$ cat src/rtl/disp_pkg.sv
// Shared constants and state type for the binary-to-BCD display path.
package disp_pkg;

  localparam int BIN_W      = 14;
  localparam int BCD_DIGITS = 4;
  localparam int BCD_W      = 4 * BCD_DIGITS;

  localparam logic [3:0]       ITER_LAST   = 4'd13;
  localparam logic [BIN_W-1:0] BCD_MAX_BIN = 14'd9999;

  typedef enum logic {
    IDLE,
    SHIFT
  } state_t;

endpackage

$ cat src/rtl/bcd_digit_adj.sv
// Double-dabble correction for one BCD nibble: add 3 when the digit is 5 or more.
module bcd_digit_adj (
  input  logic [3:0] digit,
  output logic [3:0] adj
);

  assign adj = (digit >= 4'd5) ? (digit + 4'd3) : digit;

endmodule

$ cat src/rtl/bin_to_bcd_seq.sv
// Sequential 14-bit binary to 4-digit BCD converter, one double-dabble step per clock.
// Optional build macro BCD_SATURATE_EN clamps out-of-range results to 9999.
module bin_to_bcd_seq
  import disp_pkg::*;
(
  input  logic             clk,
  input  logic             rst,
  input  logic             in_valid,
  output logic             in_ready,
  input  logic [BIN_W-1:0] in_bin,
  output logic [BCD_W-1:0] out_bcd,
  output logic             out_valid,
  output logic             ovf
);

  state_t state, state_next;

  logic             accept;
  logic             last_iter;
  logic [BIN_W-1:0] bin_q;
  logic [BCD_W-1:0] scratch_q;
  logic [BCD_W-1:0] scratch_adj;
  logic [BCD_W-1:0] scratch_shift;
  logic [BCD_W-1:0] final_bcd;
  logic [3:0]       cnt_q;
  logic             ovf_pend;

  for (genvar d = 0; d < BCD_DIGITS; d++) begin : g_adj
    bcd_digit_adj u_adj (
      .digit (scratch_q[4*d +: 4]),
      .adj   (scratch_adj[4*d +: 4])
    );
  end

  // The bit leaving the thousands nibble is dropped, which yields in_bin mod 10000.
  assign scratch_shift = {scratch_adj[BCD_W-2:0], bin_q[BIN_W-1]};

  always_comb begin
`ifdef BCD_SATURATE_EN
    final_bcd = ovf_pend ? 16'h9999 : scratch_shift;
`else
    final_bcd = scratch_shift;
`endif
  end

  always_ff @(posedge clk) begin
    if (rst) begin
      state <= IDLE;
    end else begin
      state <= state_next;
    end
  end

  always_comb begin
    state_next = state;
    in_ready   = 1'b0;
    accept     = 1'b0;
    last_iter  = 1'b0;
    case (state)
      IDLE: begin
        in_ready = 1'b1;
        if (in_valid) begin
          accept     = 1'b1;
          state_next = SHIFT;
        end
      end
      SHIFT: begin
        if (cnt_q == ITER_LAST) begin
          last_iter  = 1'b1;
          state_next = IDLE;
        end
      end
      default: state_next = IDLE;
    endcase
  end

  always_ff @(posedge clk) begin
    if (rst) begin
      bin_q     <= '0;
      scratch_q <= '0;
      cnt_q     <= '0;
      ovf_pend  <= 1'b0;
      out_bcd   <= '0;
      ovf       <= 1'b0;
      out_valid <= 1'b0;
    end else begin
      out_valid <= 1'b0;
      if (accept) begin
        bin_q     <= in_bin;
        scratch_q <= '0;
        cnt_q     <= '0;
        ovf_pend  <= (in_bin > BCD_MAX_BIN);
      end else if (state == SHIFT) begin
        scratch_q <= scratch_shift;
        bin_q     <= {bin_q[BIN_W-2:0], 1'b0};
        cnt_q     <= cnt_q + 4'd1;
        // Results only change here, so the display sees stable data between conversions.
        if (last_iter) begin
          out_bcd   <= final_bcd;
          ovf       <= ovf_pend;
          out_valid <= 1'b1;
        end
      end
    end
  end

endmodule

$ cat config.mk
export PLATFORM = sky130hd
export DESIGN_NAME = bin_to_bcd_seq
export DESIGN_NICKNAME = d
export VERILOG_FILES = /design/src/rtl/disp_pkg.sv /design/src/rtl/bcd_digit_adj.sv /design/src/rtl/bin_to_bcd_seq.sv
export SDC_FILE = /design/constraint.sdc
export NUM_CORES = 1
export LEC_CHECK = 0
export BUFFER_PORTS_ARGS = -buffer_cell sky130_fd_sc_hd__buf_2
export CORE_MARGIN = 2
export CORE_UTILIZATION = 33
export DETAILED_ROUTE_END_ITERATION = 8
export PLACE_DENSITY_LB_ADDON = 0.08
export RECOVER_POWER = 50
export SETUP_SLACK_MARGIN = 0.5
export SLEW_MARGIN = 20
export SYNTH_ARGS = -nofsm -noshare
export SYNTH_HDL_FRONTEND = slang
export SYNTH_HIERARCHICAL = 1
export SYNTH_SLANG_ARGS = --single-unit
export TNS_END_PERCENT = 100
$ cat constraint.sdc
create_clock -name clk -period 2.98 [get_ports clk]
set_input_delay 0.447 -clock clk [delete_from_list [all_inputs] [get_ports clk]]
set_output_delay 0.447 -clock clk [all_outputs]
set_load 0.01 [all_outputs]
=== Word-level counts from Yosys, hierarchy flattened ===
Cells that the tools add are included.

* Input port bits: 17
* Word-level logic and storage cells: 39
* Register bits: 54

* $lt $le $gt $ge: 5
* Reduce and logical (&&, ||, !) cells: 4
* Multiplexer cells: 14
* $add $sub $neg: 5
* Bitwise gates (word level): 2
* Equality and inequality tests: 1

{| class="wikitable"
|+ Operators by type and width
! cell !! number
|-
| $mux W14 || 2
|-
| $ge A4 B3 Y1 const B || 4
|-
| $gt A14 B14 Y1 const B || 1
|-
| $add A4 B2 Y4 const B || 3
|-
| $mux W4 || 3
|-
| $mux W1 || 7
|-
| $add A4 B1 Y4 const B || 1
|-
| $eq A4 B4 Y1 const B || 1
|-
| $add A3 B2 Y3 const B || 1
|-
| $mux W3 || 1
|-
| $reduce_and A3 Y1 || 1
|-
| $reduce_or A3 Y1 || 1
|-
| $not A1 Y1 || 2
|-
| $pmux W1 S2 || 1
|-
| $reduce_bool A2 Y1 || 1
|-
| $reduce_or A2 Y1 || 1
|}

=== Logic depth before layout (Yosys ltp) ===
* Depth after elaboration: 4
* Depth in mapped cells: 7

=== By module ===
The synthesis kept the hierarchy.

{| class="wikitable"
|+ By module, submodules not included
! module !! cells an instance !! area each (sq um) !! times used !! seq. area each (sq um)
|-
| bin_to_bcd_seq || 197 || 2,023.2 || 1 || 1,081.0
|-
| bcd_digit_adj || 16 || 101.3 || 4 || 0.0
|}

=== Worst setup path before layout ===
No wires, ideal clock.

* Path kind: input port to flip-flop
* Start point: in in_valid
* End point: reg bin_q[10]
* Arrival: 1.231 ns
* Buffers on the path: 2
* Path slack: 1.617 ns
* Library setup time: 0.132 ns
* Cell stages on the path: 5
* Cells stage by stage: buf_2 buf_4 mux2_2 nand2_1 a21oi_1

* Word-level cells in the longest chain between the ends: 3
* Elaborated cells on any way between the ends: 4

{| class="wikitable"
|+ Ends and longest elaborated chain
! what !! line !! text
|-
| start, declared || bin_to_bcd_seq.sv:8 || <nowiki>input logic in_valid,</nowiki>
|-
| $mux W1 * || bin_to_bcd_seq.sv:62 || <nowiki>if (in_valid) begin</nowiki>
|-
| $mux W1 * || bin_to_bcd_seq.sv:59 || <nowiki>case (state)</nowiki>
|-
| $mux W14 / $reduce_bool A2 Y1 (equally long branches) || -- ||
|-
| end signal, assigned || bin_to_bcd_seq.sv:89 || <nowiki>bin_q <= in_bin;</nowiki>
|-
| end signal, assigned || bin_to_bcd_seq.sv:95 || <nowiki>bin_q <= {bin_q[BIN_W-2:0], 1'b0};</nowiki>
|-
| end, declared || bin_to_bcd_seq.sv:20 || <nowiki>logic [BIN_W-1:0] bin_q;</nowiki>
|}

Mark *: on every way between the ends. The rest lies on a longest branch, timed or not.
A chain may end at the register's enable or synchronous reset.

=== Final worst setup path ===
* Start point: reg cnt_q[1]
* End point: reg out_bcd[15]

* Word-level cells in the longest chain between the ends: 4

{| class="wikitable"
|+ Ends and longest elaborated chain
! what !! line !! text
|-
| start, declared || bin_to_bcd_seq.sv:25 || <nowiki>logic [3:0] cnt_q;</nowiki>
|-
| start signal, assigned || bin_to_bcd_seq.sv:96 || <nowiki>cnt_q <= cnt_q + 4'd1;</nowiki>
|-
| $eq A4 B4 Y1 || bin_to_bcd_seq.sv:68 || <nowiki>if (cnt_q == ITER_LAST) begin</nowiki>
|-
| $mux W1 || bin_to_bcd_seq.sv:68 ||
|-
| $mux W1 || bin_to_bcd_seq.sv:59 ||
|-
| $reduce_and A3 Y1 (no source line) || -- ||
|-
| end signal, assigned || bin_to_bcd_seq.sv:99 || <nowiki>out_bcd <= final_bcd;</nowiki>
|-
| end, declared || bin_to_bcd_seq.sv:11 || <nowiki>output logic [BCD_W-1:0] out_bcd,</nowiki>
|}

Every way passes these cells.

==> results.ini <==
[clock_tree]
cts_tree = done
cts_buffers = 5
cts_resized = 0
clock-root-buffer = clkbuf_8
htree_levels = 2
clock_sinks = 54
clock_latency_ns = 0.31
cts_hold_buf = 0
clk_path_buf_depth = 2
cts_setup_buffers = 0
clkTransAtPathRegs_ns = 0.09

[logic_synthesis]
synthesis.nets = 284
synth.avg_cell_area_sq_um = 9.37
synth_warnings = 6
syn-instance-count = 257
syn-cell-area_sq_mm = 0.00241

[layout]
antennaDiodeCount = 0
post-route-util_pct = 38.0
area_growth_syn_to_layout_pct = 13.3
drive_gt1_share_pct = 15.2
most-common-layout-cells = dfxtp_1, nand2_1, nor2_1
fillers = 762
finalNetCount = 315
final_common_cell = dfxtp_1

[floorplanning]
num_rows = 31
fp.dieW_um = 89.4
initial_core_util_pct = 33.6
fp.dieArea_sq_mm = 0.00800
io_pins = 36
fp.coreArea_sq_mm = 0.00718
chipHeight_um = 89.4

[timing]
rsz0062_at_grt = false
finalCriticalPeriod_ns = 1.89
slew_headroom_pct = 37.9
period_share_pct = 63.3
tns_ns = 0
hold_viol = 0
drv_slew = 0
setup_viol_count_final = 0
fin_worst_skew_ns = 0.00845
fmax_mhz = 530
worst_slew_pin_slew_ns = 0.931

[critical_path]
crit_family = buffers and inverters
path_class = reg -> reg
slowest_delay_ns = 0.70
cpMaxStageDelayCell = clkbuf_1
arrival_ns = 2.13
cp_num_buf_inv = 2
reg2reg_slack_ns = 1.09
critPathCaptureType = flop
required_ns = 3.23
crit_fanout = 18
startpoint_type = flop
path_cells = inv_1, ha_1, nand4_1, nor2b_1, clkbuf_1, a22o_1

[power]
peakVddDrop_uv = 217
leakage_nw = 1.10
clkPwrFrac_pct = 35.8
p_comb_share_pct = 7.4
finalPower_mw = 1.32
power.internal_mw = 1.02
p_sw_share_pct = 23.0
p_seq_share_pct = 56.8
p_sw_mw = 0.303
power.density_mw_per_mm2 = 483

[flow_run]
maxCapViolations = 0

[global_routing]
track_usage_pct = 12.9
grt_pass1_wl_um = 7990
grt_max_degree = 29
grt-ovfl-total = 0
grt_pass1_vias = 1745
antenna_found_initial = 0

[detailed_routing]
drt-total-wl_um = 4820
vias = 1784
first_pass_iters = 4
drc = 0
drt-initial-drc-count = 55
wl_per_cell_um = 12.4
routed_via_density = 4.60
ant_nets = 0

[place]
gp_congestion = 0.690
dp_hpwl_um = 3170
numPortBuffers = 35

[status]
status = finished clean

[min_path]
hold_path_class = in -> reg

-- per-layer routing --
metal	track usage (%)	part of all wire [%]	routed length (um)
met1	15.8	47	2270
met2	21.8	46	2240
met3	3.32	4.9	234
met4	4.88	1.5	74
met5	0	0	0
-- flip-flops by register name (all words and copies together), names as in the netlist --
name       cells
scratch_q     16
cnt_q          4
out_valid      1
ovf_pend       1
bin_q         14
ovf            1
out_bcd       16
state          1
-- through the flow --
step,cell area [sq um],setup slack [ns],hold WS [ns],instances
2_1_floorplan,2410,1.62,0.438,257
3_3_place_gp,2650,1.19,0.452,380
4_1_cts,2760,1.18,0.403,388
3_5_place_dp,2650,1.18,0.452,380
6_report,2730,1.09,0.417,388
5_1_grt,2730,0.944,0.444,388
-- worst min-delay path: cells and delay by family --
family | cells | cell delay (ns)
AO/OA/AOI/OAI | 2 | 0.14
buffers and inverters | 1 | 0.09
-- area by class of cell --
class | instances | area [sq um] | share of cell area [%]
Multi-Input combinational cell | 178 | 1200 | 44.1
Timing Repair Buffer | 38 | 170 | 6.24
Clock buffer | 8 | 110 | 4.03
Sequential cell | 54 | 1080 | 39.6
Tap cell | 99 | 124 | 4.54
Inverter | 11 | 41.3 | 1.51
-- final timing paths --
path | cells after the start | start | end
worst max-delay path | 6 | cnt_q[1] | out_bcd[15]
worst min-delay path | 3 | in_bin[11] | ovf_pend
worst max register to register | 6 | cnt_q[1] | out_bcd[15]
worst min register to register | 2 | bin_q[7] | bin_q[8]
-- power by group through the flow --
stage,registers [mW],logic (mW),clock network [mW]
after detailed placement,0.766,0.101,0
after floorplan,0.760,0.0792,0
after CTS,0.749,0.101,0.496
after global placement,0.766,0.101,0
after global routing,0.751,0.110,0.521
final,0.748,0.0979,0.472
(Power assumes the default switching activity.)
